### src/rtl/display_mode_ctrl.sv
// display_mode_ctrl -- mode sequencer for the 8-digit clock display.
//
// Picks the time/date view for the display mux, blinks the digits of the
// field being edited, debounces the three front-panel buttons and issues
// increment requests to the time/date counters.
//
// Ports:
//   clk, rst_n      clock, asynchronous active-low reset
//   tick_1hz_i      one-cycle pulse per second
//   btn_mode_i      raw mode button (asynchronous)
//   btn_set_i       raw set button (asynchronous)
//   btn_up_i        raw up button (asynchronous)
//   sw_o            view select: 0 = time, 1 = date
//   blank_o[7:0]    per-digit blank, bit i = led(i+1), 1 = blank
//   edit_field_o    0 none, 1 SEC, 2 MIN, 3 HOUR, 4 DAY, 5 MONTH, 6 YEAR
//   inc_pulse_o     one-cycle increment request for edit_field_o
//   editing_o       high in EDIT
//   auto_on_o       high in AUTO

// Per-button path: 2-FF synchronizer, stability counter, registered
// rising-edge press. Press appears DEB_CYC+3 cycles after a clean edge.
module display_mode_btn #(
    parameter int DEB_CYC = 500000
) (
    input  logic clk,
    input  logic rst_n,
    input  logic btn_i,
    output logic press_o
);
    localparam int CW = $clog2(DEB_CYC + 1);
    localparam logic [CW-1:0] CNT_LAST = CW'(DEB_CYC - 1);

    logic          sync1_q, sync2_q;
    logic          level_q, level_d, level_prev_q, press_q;
    logic [CW-1:0] cnt_q, cnt_d;

    // Counter only runs while the synchronized input disagrees with the
    // accepted level; any agreeing cycle restarts the run.
    always_comb begin
        cnt_d   = '0;
        level_d = level_q;
        if (sync2_q != level_q) begin
            if (cnt_q == CNT_LAST) level_d = sync2_q;
            else                   cnt_d   = cnt_q + 1'b1;
        end
    end

    always_ff @(posedge clk or negedge rst_n) begin
        if (!rst_n) begin
            sync1_q      <= 1'b0;
            sync2_q      <= 1'b0;
            level_q      <= 1'b0;
            level_prev_q <= 1'b0;
            cnt_q        <= '0;
            press_q      <= 1'b0;
        end else begin
            sync1_q      <= btn_i;
            sync2_q      <= sync1_q;
            level_q      <= level_d;
            cnt_q        <= cnt_d;
            level_prev_q <= level_q;
            press_q      <= level_q & ~level_prev_q;
        end
    end

    assign press_o = press_q;
endmodule

module display_mode_ctrl #(
    parameter int DEB_CYC      = 500000,
    parameter int BLINK_CYC    = 12500000,
    parameter int T_TIME       = 8,
    parameter int T_DATE       = 3,
    parameter int EDIT_TIMEOUT = 15
) (
    input  logic       clk,
    input  logic       rst_n,
    input  logic       tick_1hz_i,
    input  logic       btn_mode_i,
    input  logic       btn_set_i,
    input  logic       btn_up_i,
    output logic       sw_o,
    output logic [7:0] blank_o,
    output logic [2:0] edit_field_o,
    output logic       inc_pulse_o,
    output logic       editing_o,
    output logic       auto_on_o
);
    // One second counter serves both the auto-rotate dwell and the edit
    // idle timeout, so it is sized for the largest of the three.
    localparam int SEC_MAX0 = (T_TIME > T_DATE) ? T_TIME : T_DATE;
    localparam int SEC_MAX  = (SEC_MAX0 > EDIT_TIMEOUT) ? SEC_MAX0 : EDIT_TIMEOUT;
    localparam int SW = $clog2(SEC_MAX + 1);
    localparam int BW = $clog2(BLINK_CYC + 1);

    localparam logic [SW-1:0] TIME_LAST  = SW'(T_TIME - 1);
    localparam logic [SW-1:0] DATE_LAST  = SW'(T_DATE - 1);
    localparam logic [SW-1:0] IDLE_LAST  = SW'(EDIT_TIMEOUT - 1);
    localparam logic [BW-1:0] BLINK_LAST = BW'(BLINK_CYC - 1);

    localparam logic [2:0] F_NONE  = 3'd0;
    localparam logic [2:0] F_SEC   = 3'd1;
    localparam logic [2:0] F_MIN   = 3'd2;
    localparam logic [2:0] F_HOUR  = 3'd3;
    localparam logic [2:0] F_DAY   = 3'd4;
    localparam logic [2:0] F_MONTH = 3'd5;
    localparam logic [2:0] F_YEAR  = 3'd6;

    typedef enum logic [1:0] {
        S_AUTO = 2'd0,
        S_MAN  = 2'd1,
        S_EDIT = 2'd2
    } state_e;

    // Button lanes: 0 = set, 1 = mode, 2 = up.
    logic [2:0] btn_raw, press;
    assign btn_raw = {btn_up_i, btn_mode_i, btn_set_i};

    display_mode_btn #(.DEB_CYC(DEB_CYC)) u_btn [2:0] (
        .clk    (clk),
        .rst_n  (rst_n),
        .btn_i  (btn_raw),
        .press_o(press)
    );

    // set > mode > up; losers in the same cycle are dropped.
    logic p_set, p_mode, p_up;
    assign p_set  = press[0];
    assign p_mode = press[1] & ~press[0];
    assign p_up   = press[2] & ~press[1] & ~press[0];

    function automatic logic [2:0] next_field(input logic [2:0] f);
        case (f)
            F_HOUR:  return F_MIN;
            F_MIN:   return F_SEC;
            F_SEC:   return F_HOUR;
            F_DAY:   return F_MONTH;
            F_MONTH: return F_YEAR;
            F_YEAR:  return F_DAY;
            default: return f;
        endcase
    endfunction

    function automatic logic [7:0] field_mask(input logic [2:0] f);
        case (f)
            F_HOUR, F_DAY:  return 8'hC0;
            F_MIN, F_MONTH: return 8'h30;
            F_YEAR:         return 8'h0F;
            F_SEC:          return 8'h03;
            default:        return 8'h00;
        endcase
    endfunction

    state_e        state_q, state_d;
    logic          v_q, v_d;
    logic [SW-1:0] sec_q, sec_d;
    logic [BW-1:0] blink_q, blink_d;
    logic          phase_q, phase_d;
    logic [2:0]    field_q, field_d;
    logic          inc_q, inc_d;
    logic [7:0]    blank_q, blank_d;
    logic          editing_q, auto_q;

    always_comb begin
        state_d = state_q;
        v_d     = v_q;
        sec_d   = sec_q;
        blink_d = blink_q;
        phase_d = phase_q;
        field_d = field_q;
        inc_d   = 1'b0;

        case (state_q)
            S_AUTO: begin
                if (p_set) begin
                    state_d = S_EDIT;
                    field_d = v_q ? F_DAY : F_HOUR;
                    sec_d   = '0;
                    blink_d = '0;
                    phase_d = 1'b0;
                end else if (p_mode) begin
                    state_d = S_MAN;
                    sec_d   = '0;
                end else if (tick_1hz_i) begin
                    if (sec_q == (v_q ? DATE_LAST : TIME_LAST)) begin
                        v_d   = ~v_q;
                        sec_d = '0;
                    end else begin
                        sec_d = sec_q + 1'b1;
                    end
                end
            end
            S_MAN: begin
                if (p_set) begin
                    state_d = S_EDIT;
                    field_d = v_q ? F_DAY : F_HOUR;
                    sec_d   = '0;
                    blink_d = '0;
                    phase_d = 1'b0;
                end else if (p_mode) begin
                    v_d = ~v_q;
                end else if (p_up) begin
                    state_d = S_AUTO;
                    sec_d   = '0;
                end
            end
            S_EDIT: begin
                if (blink_q == BLINK_LAST) begin
                    blink_d = '0;
                    phase_d = ~phase_q;
                end else begin
                    blink_d = blink_q + 1'b1;
                end
                if (tick_1hz_i) begin
                    if (sec_q == IDLE_LAST) begin
                        state_d = S_MAN;
                        field_d = F_NONE;
                        sec_d   = '0;
                        blink_d = '0;
                        phase_d = 1'b0;
                    end else begin
                        sec_d = sec_q + 1'b1;
                    end
                end
                // Any press restarts idle and blink so the digits show at once.
                if (p_set | p_mode | p_up) begin
                    sec_d   = '0;
                    blink_d = '0;
                    phase_d = 1'b0;
                    state_d = S_EDIT;
                    field_d = field_q;
                    if (p_set) begin
                        state_d = S_MAN;
                        field_d = F_NONE;
                    end else if (p_mode) begin
                        field_d = next_field(field_q);
                    end else begin
                        inc_d = 1'b1;
                    end
                end
            end
            default: begin
                state_d = S_AUTO;
                sec_d   = '0;
                blink_d = '0;
                phase_d = 1'b0;
                field_d = F_NONE;
            end
        endcase

        blank_d = phase_d ? field_mask(field_d) : 8'h00;
    end

    always_ff @(posedge clk or negedge rst_n) begin
        if (!rst_n) begin
            state_q   <= S_AUTO;
            v_q       <= 1'b0;
            sec_q     <= '0;
            blink_q   <= '0;
            phase_q   <= 1'b0;
            field_q   <= F_NONE;
            inc_q     <= 1'b0;
            blank_q   <= 8'h00;
            editing_q <= 1'b0;
            auto_q    <= 1'b1;
        end else begin
            state_q   <= state_d;
            v_q       <= v_d;
            sec_q     <= sec_d;
            blink_q   <= blink_d;
            phase_q   <= phase_d;
            field_q   <= field_d;
            inc_q     <= inc_d;
            blank_q   <= blank_d;
            editing_q <= (state_d == S_EDIT);
            auto_q    <= (state_d == S_AUTO);
        end
    end

    assign sw_o         = v_q;
    assign blank_o      = blank_q;
    assign edit_field_o = field_q;
    assign inc_pulse_o  = inc_q;
    assign editing_o    = editing_q;
    assign auto_on_o    = auto_q;
endmodule

### config.mk
export PLATFORM = sky130hd
export DESIGN_NAME = display_mode_ctrl
export DESIGN_NICKNAME = d
export VERILOG_FILES = /design/src/rtl/display_mode_ctrl.sv
export SDC_FILE = /design/constraint.sdc
export NUM_CORES = 1
export LEC_CHECK = 0
export ABC_CLOCK_PERIOD_IN_PS = 2200
export CAP_MARGIN = 20
export CORE_ASPECT_RATIO = 1.5
export CORE_MARGIN = 2
export CORE_UTILIZATION = 50
export CTS_BUF_LIST = sky130_fd_sc_hd__clkbuf_8
export CTS_CLUSTER_SIZE = 40
export DETAILED_ROUTE_END_ITERATION = 8
export GPL_ROUTABILITY_DRIVEN = 1
export PLACE_DENSITY = 0.7
export SETUP_SLACK_MARGIN = 0.1
export SYNTH_ARGS = -nofsm -noshare
export SYNTH_HDL_FRONTEND = slang
export SYNTH_SLANG_ARGS = --single-unit
### constraint.sdc
create_clock -name clk -period 2.2 [get_ports clk]
set_input_delay 0.44 -clock clk [delete_from_list [all_inputs] [get_ports clk]]
set_output_delay 0.44 -clock clk [all_outputs]
set_load 0.02 [all_outputs]
## Word-level counts from Yosys, hierarchy flattened

Index checks and enable logic that the tools add are counted.

- Input bits: 6
- Register bits after elaboration: 118

- Equal/unequal tests: 35
- $add $sub $neg: 5
- Bitwise gates (word level): 15
- Multiplexer cells: 62
- Reductions and logical operators: 11

Operators by type and width:

| operator | count |
|---|---|
| 24-bit 2-to-1 mux | 5 |
| 19-bit 2-to-1 mux | 6 |
| 19-bit by 1-bit adder with 19-bit output, second input constant | 3 |
| 19-bit == test, second input constant | 3 |
| 24-bit one-hot mux with 2 select lines | 1 |
| 4-bit 2-to-1 mux | 10 |
| 8-bit one-hot mux with 4 select lines | 1 |
| 24-bit by 1-bit adder with 24-bit output, second input constant | 1 |
| 24-bit == test, second input constant | 1 |
| 3-bit 2-to-1 mux | 8 |
| 3-bit == test, second input constant | 6 |
| 2-bit 2-to-1 mux | 9 |
| 3-bit one-hot mux with 6 select lines | 1 |
| 1-bit 2-to-1 mux | 15 |
| 3-bit by 2-bit == test with 1-bit output, second input constant | 4 |
| 2-bit != test, second input constant | 6 |
| 4-bit one-hot mux with 3 select lines | 1 |
| 8-bit 2-to-1 mux | 1 |
| 1-bit inverter | 7 |
| 7-bit AND reduction | 1 |
| 1-bit bitwise AND | 6 |
| 3-bit by 1-bit == test with 1-bit output, second input constant | 2 |
| 3-bit by 2-bit != test with 1-bit output, second input constant | 2 |
| 2-bit one-hot mux with 3 select lines | 1 |
| 17 further kinds | 27 |

## Logic depth before layout (Yosys ltp)

Gate-level depths: netlist of run 1.

- Depth after elaboration: 10
- Gate-level depth with buffers: 9
- Gate-level depth less buffers: 8

## Modules after synthesis

Synthesis of run 1 repeated with hierarchy kept, for this count alone.

- Cells, all modules: 582
- Area, all modules: 5750.5 um^2

Modules (own cells, without submodules):

| module | instances | area an instance (um^2) | cells each | sequential area each (um^2) |
|---|---|---|---|---|
| display_mode_btn | 3 | 1136.1 | 108 | 600.6 |
| display_mode_ctrl | 1 | 2342.2 | 258 | 1052.3 |

## Worst setup path before layout of run 1

No wires, ideal clock.

- Path kind: register to register
- From: register blink_q[0]
- To: register blank_q[1] (netlist: blank_o[1])
- Setup time: 78 ps
- Path buffers: 0
- Slack: 270 ps
- Data arrival time: 1853 ps
- Required time: 2122 ps
- Stages on the path, launching flop included: 7
- Path through: dfrtp_1 > ha_1 > nand4_4 > or4_1 > o41ai_2 > o31ai_2 > a21oi_1

- Longest elaborated chain between the ends: 7

Ends and longest elaborated chain:

| what | RTL line | text |
|---|---|---|
| start, declared | 157 | `logic [BW-1:0] blink_q, blink_d;` |
| start signal, assigned | 270 | `blink_q <= blink_d;` |
| 24-bit == test * | 208 | `if (blink_q == BLINK_LAST) begin` |
| 1-bit 2-to-1 mux * | 208 |  |
| 1-bit 2-to-1 mux | 215 | `if (sec_q == IDLE_LAST) begin` |
| 1-bit 2-to-1 mux * | 214 | `if (tick_1hz_i) begin` |
| 1-bit 2-to-1 mux * | 226 | `if (p_set \| p_mode \| p_up) begin` |
| 1-bit one-hot mux with 2 select lines * | 173 | `case (state_q)` |
| 8-bit 2-to-1 mux * | 251 | `blank_d = phase_d ? field_mask(field_d) : 8'h00;` |
| end signal, assigned | 274 | `blank_q <= blank_d;` |
| end, declared | 161 | `logic [7:0] blank_q, blank_d;` |

Mark *: on every way between the ends. The rest lies on a longest branch, timed or not.
A chain may end at the register's enable or synchronous reset.

## Final worst setup path of run 1

- From: register blink_q[9]
- To: register blink_q[3]

- Longest elaborated chain between the ends: 6

Ends and longest elaborated chain:

| what | RTL line |
|---|---|
| 24-bit == test * | 208 |
| 24-bit 2-to-1 mux * | 208 |
| 24-bit 2-to-1 mux | 215 |
| 24-bit 2-to-1 mux * | 214 |
| 24-bit 2-to-1 mux * | 226 |
| 24-bit one-hot mux with 2 select lines * | 173 |

Marked as above.

==> results.md, run 1 <==
* Biggest area consumer among synthesized cells: sky130_fd_sc_hd__dfrtp_1
* Full die area at 12300 um^2
* Arrival time worst endpoint at 2.34 ns
* Count of different cell masters after synthesis at 62
* Fmax at 491 MHz
* Yosys warning total at 0
* Top flip-flop cell by instance count after synthesis: sky130_fd_sc_hd__dfrtp_1
* Setup tns final at 0 ns
* Run status: completed
* Total half-perimeter wirelength after legalization and detailed placement at 8170 um
* Fraction of post-synthesis cell area in the top cell type by area at 0.497
* Largest net degree at the start of global routing at 41
* Mapped cell area at 5690 um^2
* Wire length of the first global-routing pass at 20200 um
* Most common library cell in the layout ignoring fill and taps: sky130_fd_sc_hd__dfrtp_1
* Total of flip-flops plus latches after synthesis at 114
* Transition at the pin with the smallest max-transition slack at 0.568 ns
* Leakage component of the power at 2.84 nW
* Global-route total usage across every layer at 0.204
* Fraction of final layout cells sized beyond drive strength 1 at 0.130
* Top cell family by delay on the critical path: simple AND/OR/NAND/NOR gates
* Mean instance size in the synthesized netlist at 9.92 um^2
* Weighted congestion at the end of routability-driven global placement at 0.897
* Vias in the first global route at 4467
* Layout Nets at 632
* Post-layout total power at 0.00455 W
* Worst stage delay on the critical path at 0.54 ns
* CTS buffer count at 17
* Crit Path Category: flip-flop to flip-flop
* Boundary pin count at 21
* Commonest cells after routing, fill and taps aside: sky130_fd_sc_hd__dfrtp_1, sky130_fd_sc_hd__nor2_1, sky130_fd_sc_hd__nand2_1
* Adder-cell area share of the yosys netlist at 0.0132
* DR iter-0 viols at 305
* WP buf/inv at 1
* Growth of design area from synthesis to finish at 17.0%
* DR pass1 iterations at 4
* Final global-route overflow total at 0
* Net count after synthesis at 586
* Final cell count without fillers at 779
* Setup repair after global routing missed its margin: true
* Number of placement rows at 47
* Number of slew-limit violations in the final report at 0
* Num Clock Sinks at 114
* Core region area at 11100 um^2
* Ys async rst share at 1.00
* DP Cell Count at 745
* Final Hold Viols at 0
* Critical-path maximum fanout at 11
* Portion of the post-synthesis area used by sequential elements at 0.501
* Cells after synthesis at 574
* WL per Instance at 14.8 um
* Critical path, cell by cell: or4b_4, nor4_4, a21oi_2, buf_6, a21o_1, a22o_1
* Setup crit start kind: flip-flop
* Power density over the cells at 684 nW/um^2
* Largest cells by area after synthesis: sky130_fd_sc_hd__dfrtp_1, sky130_fd_sc_hd__nor2_1, sky130_fd_sc_hd__xor2_1
* Height of the die at 135 um
* Final setup violating endpoints at 0
* Final critical delay including setup and external delays at 2.04 ns
* Vias per cell at 5.63
* Starting Density at 0.515
* Number of antenna repair diodes at 0
* CTS clk-pin slew, worst paths at 0.06 ns
* Synthesized-area fraction occupied by ao, oa, aoi and oai cells at 0.101
* Type of element capturing the critical path: flip-flop
* Max cap viols at 0
* Worst max-slew margin expressed relative to the limit at 0.616
* Mux contribution to synthesized area at 0.00967
* Cell chosen for the clock root: sky130_fd_sc_hd__clkbuf_8
* Maximum number of buffers from clock root to sink at 2
* Area fraction in and, or, nand and nor cells after synthesis at 0.258
* Tightest Hold Check Type: flip-flop to flip-flop
* Post-synth EDFFs at 0
* Worst VDD drop at 0.493 mV
* Clk_skew at 0.0108 ns
* Fraction of the cycle the final worst path needs at 0.927
* Required time of the critical path at 2.50 ns
* Final routed DRC violation total at 0
* Total via count in the routed design at 4389
* Count of buffers inserted at the top-level ports at 20
* Initial antenna violation count at 0
* Detailed Route WL at 11600 um
* Latest clock arrival within the worst-skew pair at 0.42 ns
* Dominant combinational cell family by area after synthesis: simple AND/OR/NAND/NOR gates
* Horizontal die dimension at 91.1 um
* TritonCTS clock tree: built
* Xor and xnor area share after synthesis at 0.0857
* Number of H-tree levels at 4
* Count of antenna-violating nets left after detailed routing at 0
* Cell type of the slowest stage on the worst timing path: sky130_fd_sc_hd__or4b_4
[cell type report]
class                   count  area, um^2
clock inverters            12         165
inverters                  14        52.6
flip-flops and latches    114        2860
repair buffers             53         468
well taps                 147         184
fillers                   975        4400
multi-input cells         420        2670
clock buffers              19         262
[power by group]
group	switching [W]	total [W]	internal, W
combinational	0.000138	0.000249	0.000110
clock	0.000814	0.00209	0.00128
sequential	0.0000666	0.00222	0.00215
total	0.00102	0.00455	0.00354
[synth_stat cells (all sizes together) (7+ instances only)]
cell type and n:
nor3 9, nor4b 7, xnor2 25, nor4 9, xor2 28, nand3 33, inv 14, nand4 28
nor2b 7, nor2 79, dfrtp 113, clkbuf 13, o21ai 17, a21oi 17, buf 13, nand2 45
and3 8, nand2b 7, a31oi 16, and4 11
[metal layers]
metal / share of wire / track usage / wire length [um]
met5: 0 / 0 / 0
met3: 0.028 / 0.0474 / 329
met1: 0.42 / 0.235 / 4890
met2: 0.53 / 0.364 / 6090
met4: 0.022 / 0.0850 / 250
[what timing repair did]
action	CTS	global route
buffers inserted	0	2
hold buffers	1	0
endpoints found under the hold margin	24	0
pin swaps	0	1
gates cloned	0	0
resized for setup	1	5
endpoints found under the setup margin	2	34
[metrics by stage]
step / instance area, um^2 / hold slack, ns / setup WS, ns / util
after global routing: 6660 / 0.372 / 0.0742 / 0.602
final: 6660 / 0.348 / 0.162 / 0.602
after floorplan: 5690 / 0.144 / 0.270 / -
after global placement: 6180 / 0.334 / 0.0538 / 0.559
after detailed placement: 6180 / 0.335 / 0.0203 / 0.559
after CTS: 6620 / 0.350 / 0.105 / 0.599
[flip-flops by register name, summed over array words and instances, names as in the netlist, 4 cells and up]
| register | count |
|---|---|
| u_btn.cnt_q | 57 |
| blink_q | 24 |
| blank_o | 4 |
| sec_q | 4 |
[path summary, 6_finish.rpt]
path	slack [ns]	to	cells past startpoint	start
max in group asynchronous	1.04	auto_on_o	3	rst_n
min in group asynchronous	0.49	blink_q[21]	2	rst_n
worst min-delay path	0.35	u_btn[1].sync2_q	0	u_btn[1].sync1_q
worst max-delay path	0.16	blink_q[3]	6	blink_q[9]
worst max register to register	0.16	blink_q[3]	6	blink_q[9]
worst min register to register	0.35	u_btn[1].sync2_q	0	u_btn[1].sync1_q
[cells by family (layout without fill, tap and decap cells)]
logic type | Yosys count | after routing
AND/OR/NAND/NOR | 270 | 270
adder cells (fa/ha/maj) | 6 | 6
multiplexers | 5 | 5
buffers and inverters | 40 | 98
flip-flops | 114 | 114
XOR/XNOR | 54 | 54
AO/OA/AOI/OAI | 85 | 85
No activity file was read; power rests on OpenSTA's default activity.
==> inputs of run 2 (changes only) <==
- CELL_PAD_IN_SITES_DETAIL_PLACEMENT: default -> 1
- CELL_PAD_IN_SITES_GLOBAL_PLACEMENT: default -> 2
- CORE_UTILIZATION: 50 -> 41
- HOLD_SLACK_MARGIN: default -> 0.1
- PLACE_DENSITY: 0.7 -> 0.84
==> results.md, run 2 (synthesis results as in run 1) <==
* Count of antenna-violating nets left after detailed routing at 0 (unchanged)
* Arrival time worst endpoint at 1.58 ns (was 2.34 ns)
* Total half-perimeter wirelength after legalization and detailed placement at 9880 um (was 8170 um)
* Final global-route overflow total at 0 (unchanged)
* Fraction of final layout cells sized beyond drive strength 1 at 0.134 (was 0.130)
* Top cell family by delay on the critical path: buffers and inverters (was simple AND/OR/NAND/NOR gates)
* Flip-flop count of the largest register after layout at 57 (unchanged)
* Tightest Hold Check Type: flip-flop to flip-flop (unchanged)
* Global-route total usage across every layer at 0.204 (about the same)
* Setup crit start kind: flip-flop (unchanged)
* Core region area at 13500 um^2 (was 11100 um^2)
* Layout Nets at 633 (was 632)
* Growth of design area from synthesis to finish at 17.9% (was 17.0%)
* Transition at the pin with the smallest max-transition slack at 0.458 ns (was 0.568 ns)
* Horizontal die dimension at 100 um (was 91.1 um)
* Final standard cell utilization of the core at 0.496 (was 0.602)
* Destination of the worst register-to-register timing path: blink_q[7] (was blink_q[3])
* Crit Path Category: flip-flop to output pin (was flip-flop to flip-flop)
* Internal portion of total power at 0.00352 W (was 0.00354 W)
* Reg2reg path depth at 6 (unchanged)
* Initial antenna violation count at 0 (unchanged)
* Worst VDD drop at 0.403 mV (was 0.493 mV)
* Max cap viols at 0 (unchanged)
* Power density over the cells at 685 nW/um^2 (was 684 nW/um^2)
* Commonest cells after routing, fill and taps aside: sky130_fd_sc_hd__dfrtp_1, sky130_fd_sc_hd__nor2_1, sky130_fd_sc_hd__nand2_1 (unchanged)
* Boundary pin count at 21 (unchanged)
* Sw power at 0.00108 W (was 0.00102 W)
* Weighted congestion at the end of routability-driven global placement at 0.887 (was 0.897)
* Number of H-tree levels at 4 (unchanged)
* Cell chosen for the clock root: sky130_fd_sc_hd__clkbuf_8 (unchanged)
* Num Clock Sinks at 114 (unchanged)
* Worst max-slew margin expressed relative to the limit at 0.695 (was 0.616)
* Leakage component of the power at 2.88 nW (was 2.84 nW)
* Leading registers by flop count: u_btn.cnt_q (57), blink_q (24) (unchanged)
* Wire length of the first global-routing pass at 24100 um (was 20200 um)
* WL per Instance at 17.5 um (was 14.8 um)
* Clk_skew at 0.0194 ns (was 0.0108 ns)
* Endpoint of the worst hold path: u_btn[1].sync2_q (unchanged)
* Largest net degree at the start of global routing at 50 (was 41)
* WP buf/inv at 1 (unchanged)
* Setup tns final at 0 ns (unchanged)
* Fraction of the cycle the final worst path needs at 0.920 (was 0.927)
* Detailed Route WL at 13900 um (was 11600 um)
* Number of antenna repair diodes at 0 (unchanged)
* R2R setup slack at 0.20 ns (was 0.16 ns)
* TritonCTS clock tree: built (unchanged)
* Critical path, cell by cell: clkdlybuf4s50_1 (was or4b_4, nor4_4, a21oi_2, buf_6, a21o_1, a22o_1)
* Most common library cell in the layout ignoring fill and taps: sky130_fd_sc_hd__dfrtp_1 (unchanged)
* Part of the power in the clock network at 0.456 (was 0.459)
* Final Hold Viols at 0 (unchanged)
* Combinational power share at 0.062 (was 0.055)
* Total via count in the routed design at 4456 (was 4389)
* DR iter-0 viols at 79 (was 305)
* Fmax at 494 MHz (was 491 MHz)
* DR pass1 iterations at 4 (unchanged)
* Worst reg2reg startpoint: blink_q[8] (was blink_q[9])
* Type of element capturing the critical path: output pin (was flip-flop)
* Number of slew-limit violations in the final report at 0 (unchanged)
* Setup repair after global routing missed its margin: true (unchanged)
* CTS clk-pin slew, worst paths at 0.07 ns (was 0.06 ns)
* Final critical delay including setup and external delays at 2.02 ns (was 2.04 ns)
* Switching share of power at 0.235 (was 0.224)
* DP Cell Count at 759 (was 745)
* Vias in the first global route at 4938 (was 4467)
* Full die area at 14900 um^2 (was 12300 um^2)
* WHS Path Cells at 0 (unchanged)
* Latest clock arrival within the worst-skew pair at 0.43 ns (was 0.42 ns)
* Final cell count without fillers at 795 (was 779)
* Starting Density at 0.421 (was 0.515)
* Required time of the critical path at 1.76 ns (was 2.50 ns)
* Final setup violating endpoints at 0 (unchanged)
* Relative contribution of sequential cells to total power at 0.482 (was 0.487)
* Vias per cell at 5.61 (was 5.63)
* Worst stage delay on the critical path at 0.67 ns (was 0.54 ns)
* Maximum number of buffers from clock root to sink at 2 (unchanged)
* Hold slack at 0.351 ns (was 0.348 ns)
* Worst Hold Launch: u_btn[1].sync1_q (unchanged)
* Critical-path maximum fanout at 6 (was 11)
* Count of buffers inserted at the top-level ports at 20 (unchanged)
* Final routed DRC violation total at 0 (unchanged)
* Number of placement rows at 52 (was 47)
* Largest register by flop count: u_btn.cnt_q (unchanged)
* CTS buffer count at 17 (unchanged)
* Cell type of the slowest stage on the worst timing path: sky130_fd_sc_hd__clkdlybuf4s50_1 (was sky130_fd_sc_hd__or4b_4)
* Run status: completed (unchanged)
* Height of the die at 148 um (was 135 um)
run 2: what timing repair did:
item,in CTS,in global routing
setup endpoints to repair,18,21
cloned,0,0
gates resized for setup,1,8
hold buffers,1,0
buffers inserted,0,4
pin swaps,0,2
endpoints found under the hold margin,28,0
run 2: metrics by stage:
stage                     power [W]  cell area (um^2)  worst slack, ns
final                       0.00460              6710            0.177
after global placement      0.00250              6210           0.0517
after detailed placement    0.00252              6210          -0.0131
after floorplan             0.00239              5690            0.270
after global routing        0.00479              6710           0.0949
after CTS                   0.00464              6640            0.151
run 2: area by class of cell:
class / instances / area, um^2
clock buffers: 18 / 248
clock inverters: 13 / 170
fillers: 1523 / 6820
inverters: 14 / 52.6
multi-input cells: 420 / 2700
flip-flops and latches: 114 / 2860
well taps: 162 / 203
repair buffers: 54 / 480
run 2: power by group through the flow:
stage,Clock [W],Combinational [W],Sequential [W]
finish,0.00210,0.000285,0.00222
CTS,0.00216,0.000262,0.00222
global route,0.00225,0.000321,0.00223
global placement,0,0.000247,0.00225
floorplan,0,0.000139,0.00225
detailed placement,0,0.000260,0.00226
run 2: metal layers:
metal  vias to the layer above  wire (um)  global-route usage
li1                       2130          -                   -
met1                      2252       5500               0.230
met2                        52       7800               0.375
met3                        22        294              0.0376
met4                         0        302              0.0788
met5                         -          0                   0
run 2: worst max path at each step:
stage                     slack [ns]                 to  cells after the start                from
after floorplan                 0.27         blank_o[1]                      6          blink_q[0]
after global placement          0.05         blank_o[5]                      6          tick_1hz_i
after detailed placement       -0.01         blank_o[1]                      8          tick_1hz_i
after CTS                       0.15  u_btn[2].cnt_q[3]                      6  u_btn[2].cnt_q[14]
after global routing            0.09         blank_o[1]                      9            sec_q[0]
final                           0.18    edit_field_o[0]                      1     edit_field_o[0]
==> inputs of run 3 (changes only) <==
- ABC_CLOCK_PERIOD_IN_PS: 2200 -> 2500
- CORE_UTILIZATION: 41 -> 45
- PLACE_DENSITY: 0.84 -> 0.91
- clock period: 2.2 -> 2.5 ns (I/O delays scaled with it)
==> results.md, run 3 (synthesis results as in run 1) <==
* Layout Nets at 612 (was 633)
* Tightest Hold Check Type: flip-flop to flip-flop (unchanged)
* TritonCTS clock tree: built (unchanged)
* Final cell count without fillers at 769 (was 795)
* Clk_skew at 0.0134 ns (was 0.0194 ns)
* Wire length of the first global-routing pass at 23100 um (was 24100 um)
* Setup crit start kind: flip-flop (unchanged)
* Max cap viols at 0 (unchanged)
* Largest net degree at the start of global routing at 44 (was 50)
* Number of H-tree levels at 4 (unchanged)
* Horizontal die dimension at 95.8 um (was 100 um)
* Power density over the cells at 606 nW/um^2 (was 685 nW/um^2)
* Crit Path Category: flip-flop to flip-flop (was flip-flop to output pin)
* Worst VDD drop at 0.342 mV (was 0.403 mV)
* Initial antenna violation count at 0 (unchanged)
* Arrival time worst endpoint at 2.56 ns (was 1.58 ns)
* Cell chosen for the clock root: sky130_fd_sc_hd__clkbuf_8 (unchanged)
* Largest register by flop count: u_btn.cnt_q (unchanged)
* Critical path, cell by cell: ha_1, nand4_4, or4_1, o41ai_2, o31ai_2, a21oi_1 (was clkdlybuf4s50_1)
* Type of element capturing the critical path: flip-flop (was output pin)
* Number of antenna repair diodes at 0 (unchanged)
* Final Hold Viols at 0 (unchanged)
* Run status: completed (unchanged)
* Flip-flop count of the largest register after layout at 57 (unchanged)
* CTS buffer count at 17 (unchanged)
* Full die area at 13600 um^2 (was 14900 um^2)
* Height of the die at 142 um (was 148 um)
* Total via count in the routed design at 4454 (was 4456)
* Count of buffers inserted at the top-level ports at 20 (unchanged)
* Number of placement rows at 50 (was 52)
* Number of slew-limit violations in the final report at 0 (unchanged)
* WL per Instance at 17.5 um (about the same)
* Latest clock arrival within the worst-skew pair at 0.43 ns (about the same)
* Commonest cells after routing, fill and taps aside: sky130_fd_sc_hd__dfrtp_1, sky130_fd_sc_hd__nor2_1, sky130_fd_sc_hd__nand2_1 (unchanged)
* Post-route setup slack at 0.282 ns (was 0.177 ns)
* Most common library cell in the layout ignoring fill and taps: sky130_fd_sc_hd__dfrtp_1 (unchanged)
* Num Clock Sinks at 114 (unchanged)
* Vias in the first global route at 4787 (was 4938)
* Final critical delay including setup and external delays at 2.22 ns
* Transition at the pin with the smallest max-transition slack at 0.740 ns (was 0.458 ns)
* DR iter-0 viols at 164 (was 79)
* Required time of the critical path at 2.85 ns (was 1.76 ns)
* Setup tns final at 0 ns (unchanged)
* Worst max-slew margin expressed relative to the limit at 0.499 (was 0.695)
* Maximum number of buffers from clock root to sink at 2 (unchanged)
* Fmax at 451 MHz
* Post-CTS Repair Setup Buffers at 0 (unchanged)
* Weighted congestion at the end of routability-driven global placement at 0.801 (was 0.887)
* Setup repair after global routing missed its margin: false (was true)
* Core region area at 12400 um^2 (was 13500 um^2)
* Fraction of final layout cells sized beyond drive strength 1 at 0.101 (was 0.134)
* Cell type of the slowest stage on the worst timing path: sky130_fd_sc_hd__or4_1 (was sky130_fd_sc_hd__clkdlybuf4s50_1)
* Dpl ws at 0.0845 ns (was -0.0131 ns)
* Final setup violating endpoints at 0 (unchanged)
* R2R setup slack at 0.28 ns (was 0.20 ns)
* WP buf/inv at 0 (was 1)
* CTS clk-pin slew, worst paths at 0.07 ns (about the same)
* Top cell family by delay on the critical path: simple AND/OR/NAND/NOR gates (was buffers and inverters)
* Boundary pin count at 21 (unchanged)
* DP Cell Count at 736 (was 759)
* Hold buffer count at cts at 1 (unchanged)
* Worst stage delay on the critical path at 0.53 ns (was 0.67 ns)
* Final global-route overflow total at 0 (unchanged)
* Growth of design area from synthesis to finish at 14.1% (was 17.9%)
* Total half-perimeter wirelength after legalization and detailed placement at 9370 um (was 9880 um)
* Critical-path maximum fanout at 6 (unchanged)
* Fraction of the cycle the final worst path needs at 0.887
* Starting Density at 0.457 (was 0.421)
* Leakage component of the power at 2.72 nW (was 2.88 nW)
* CTS resizes at 0 (was 1)
* Global-route total usage across every layer at 0.215 (was 0.204)
* DR pass1 iterations at 5 (was 4)
* Vias per cell at 5.79 (was 5.61)
* Count of antenna-violating nets left after detailed routing at 0 (unchanged)
* Leading registers by flop count: u_btn.cnt_q (57), blink_q (24) (unchanged)
* Final routed DRC violation total at 0 (unchanged)
* Detailed Route WL at 13400 um (was 13900 um)
run 3: cell types whose count changed in the layout (fill, tap and decap cells not counted), sizes merged:
cell,previous run,this run
clkinvlp,2,5
bufinv,4,3
clkbuf,18,17
buf,34,13
run 3: power by group:
part	internal, W	switching, W	leakage (nW)
combinational	0.0000943	0.000126	0.968
clock	0.000975	0.000785	0.196
sequential	0.00189	0.0000655	1.56
total	0.00296	0.000977	2.72
run 3: per-stage QoR:
step	area [um^2]	util	hold slack [ns]	power, W
floorplan	5690	-	0.204	0.00210
global placement	6090	0.489	0.336	0.00220
detailed placement	6090	0.489	0.337	0.00221
CTS	6500	0.522	0.354	0.00398
global route	6500	0.522	0.358	0.00409
finish	6500	0.522	0.351	0.00394
run 3: worst reg2reg max path: cells and delay by family, from the launching register on:
kind / cells / cell delay (ns)
simple gates: 2 / 0.72
compound gates: 3 / 0.68
flops: 1 / 0.43
fa+ha+maj: 1 / 0.33
run 3: worst paths after layout:
path / endpoint / cells past startpoint / from
max: blank_o[5] / 6 / blink_q[0]
min: u_btn[1].sync2_q / 0 / u_btn[1].sync1_q
max reg2reg: blank_o[5] / 6 / blink_q[0]
min reg2reg: u_btn[1].sync2_q / 0 / u_btn[1].sync1_q
max in group asynchronous: auto_on_o / 3 / rst_n
min in group asynchronous: blink_q[16] / 2 / rst_n
run 3: layout make-up:
cell class	count	area [um^2]
fillers	1418	5950
flip-flops and latches	114	2850
multi-input cells	420	2660
repair buffers	33	335
clock buffers	17	234
well taps	156	195
clock inverters	15	168
inverters	14	52.6
run 3: routing by layer:
layer,up-vias,GRT usage,part of all wire
li1,2096,-,-
met1,2284,0.241,0.40
met2,50,0.390,0.56
met3,24,0.0446,0.018
met4,0,0.0842,0.023
met5,-,0,0
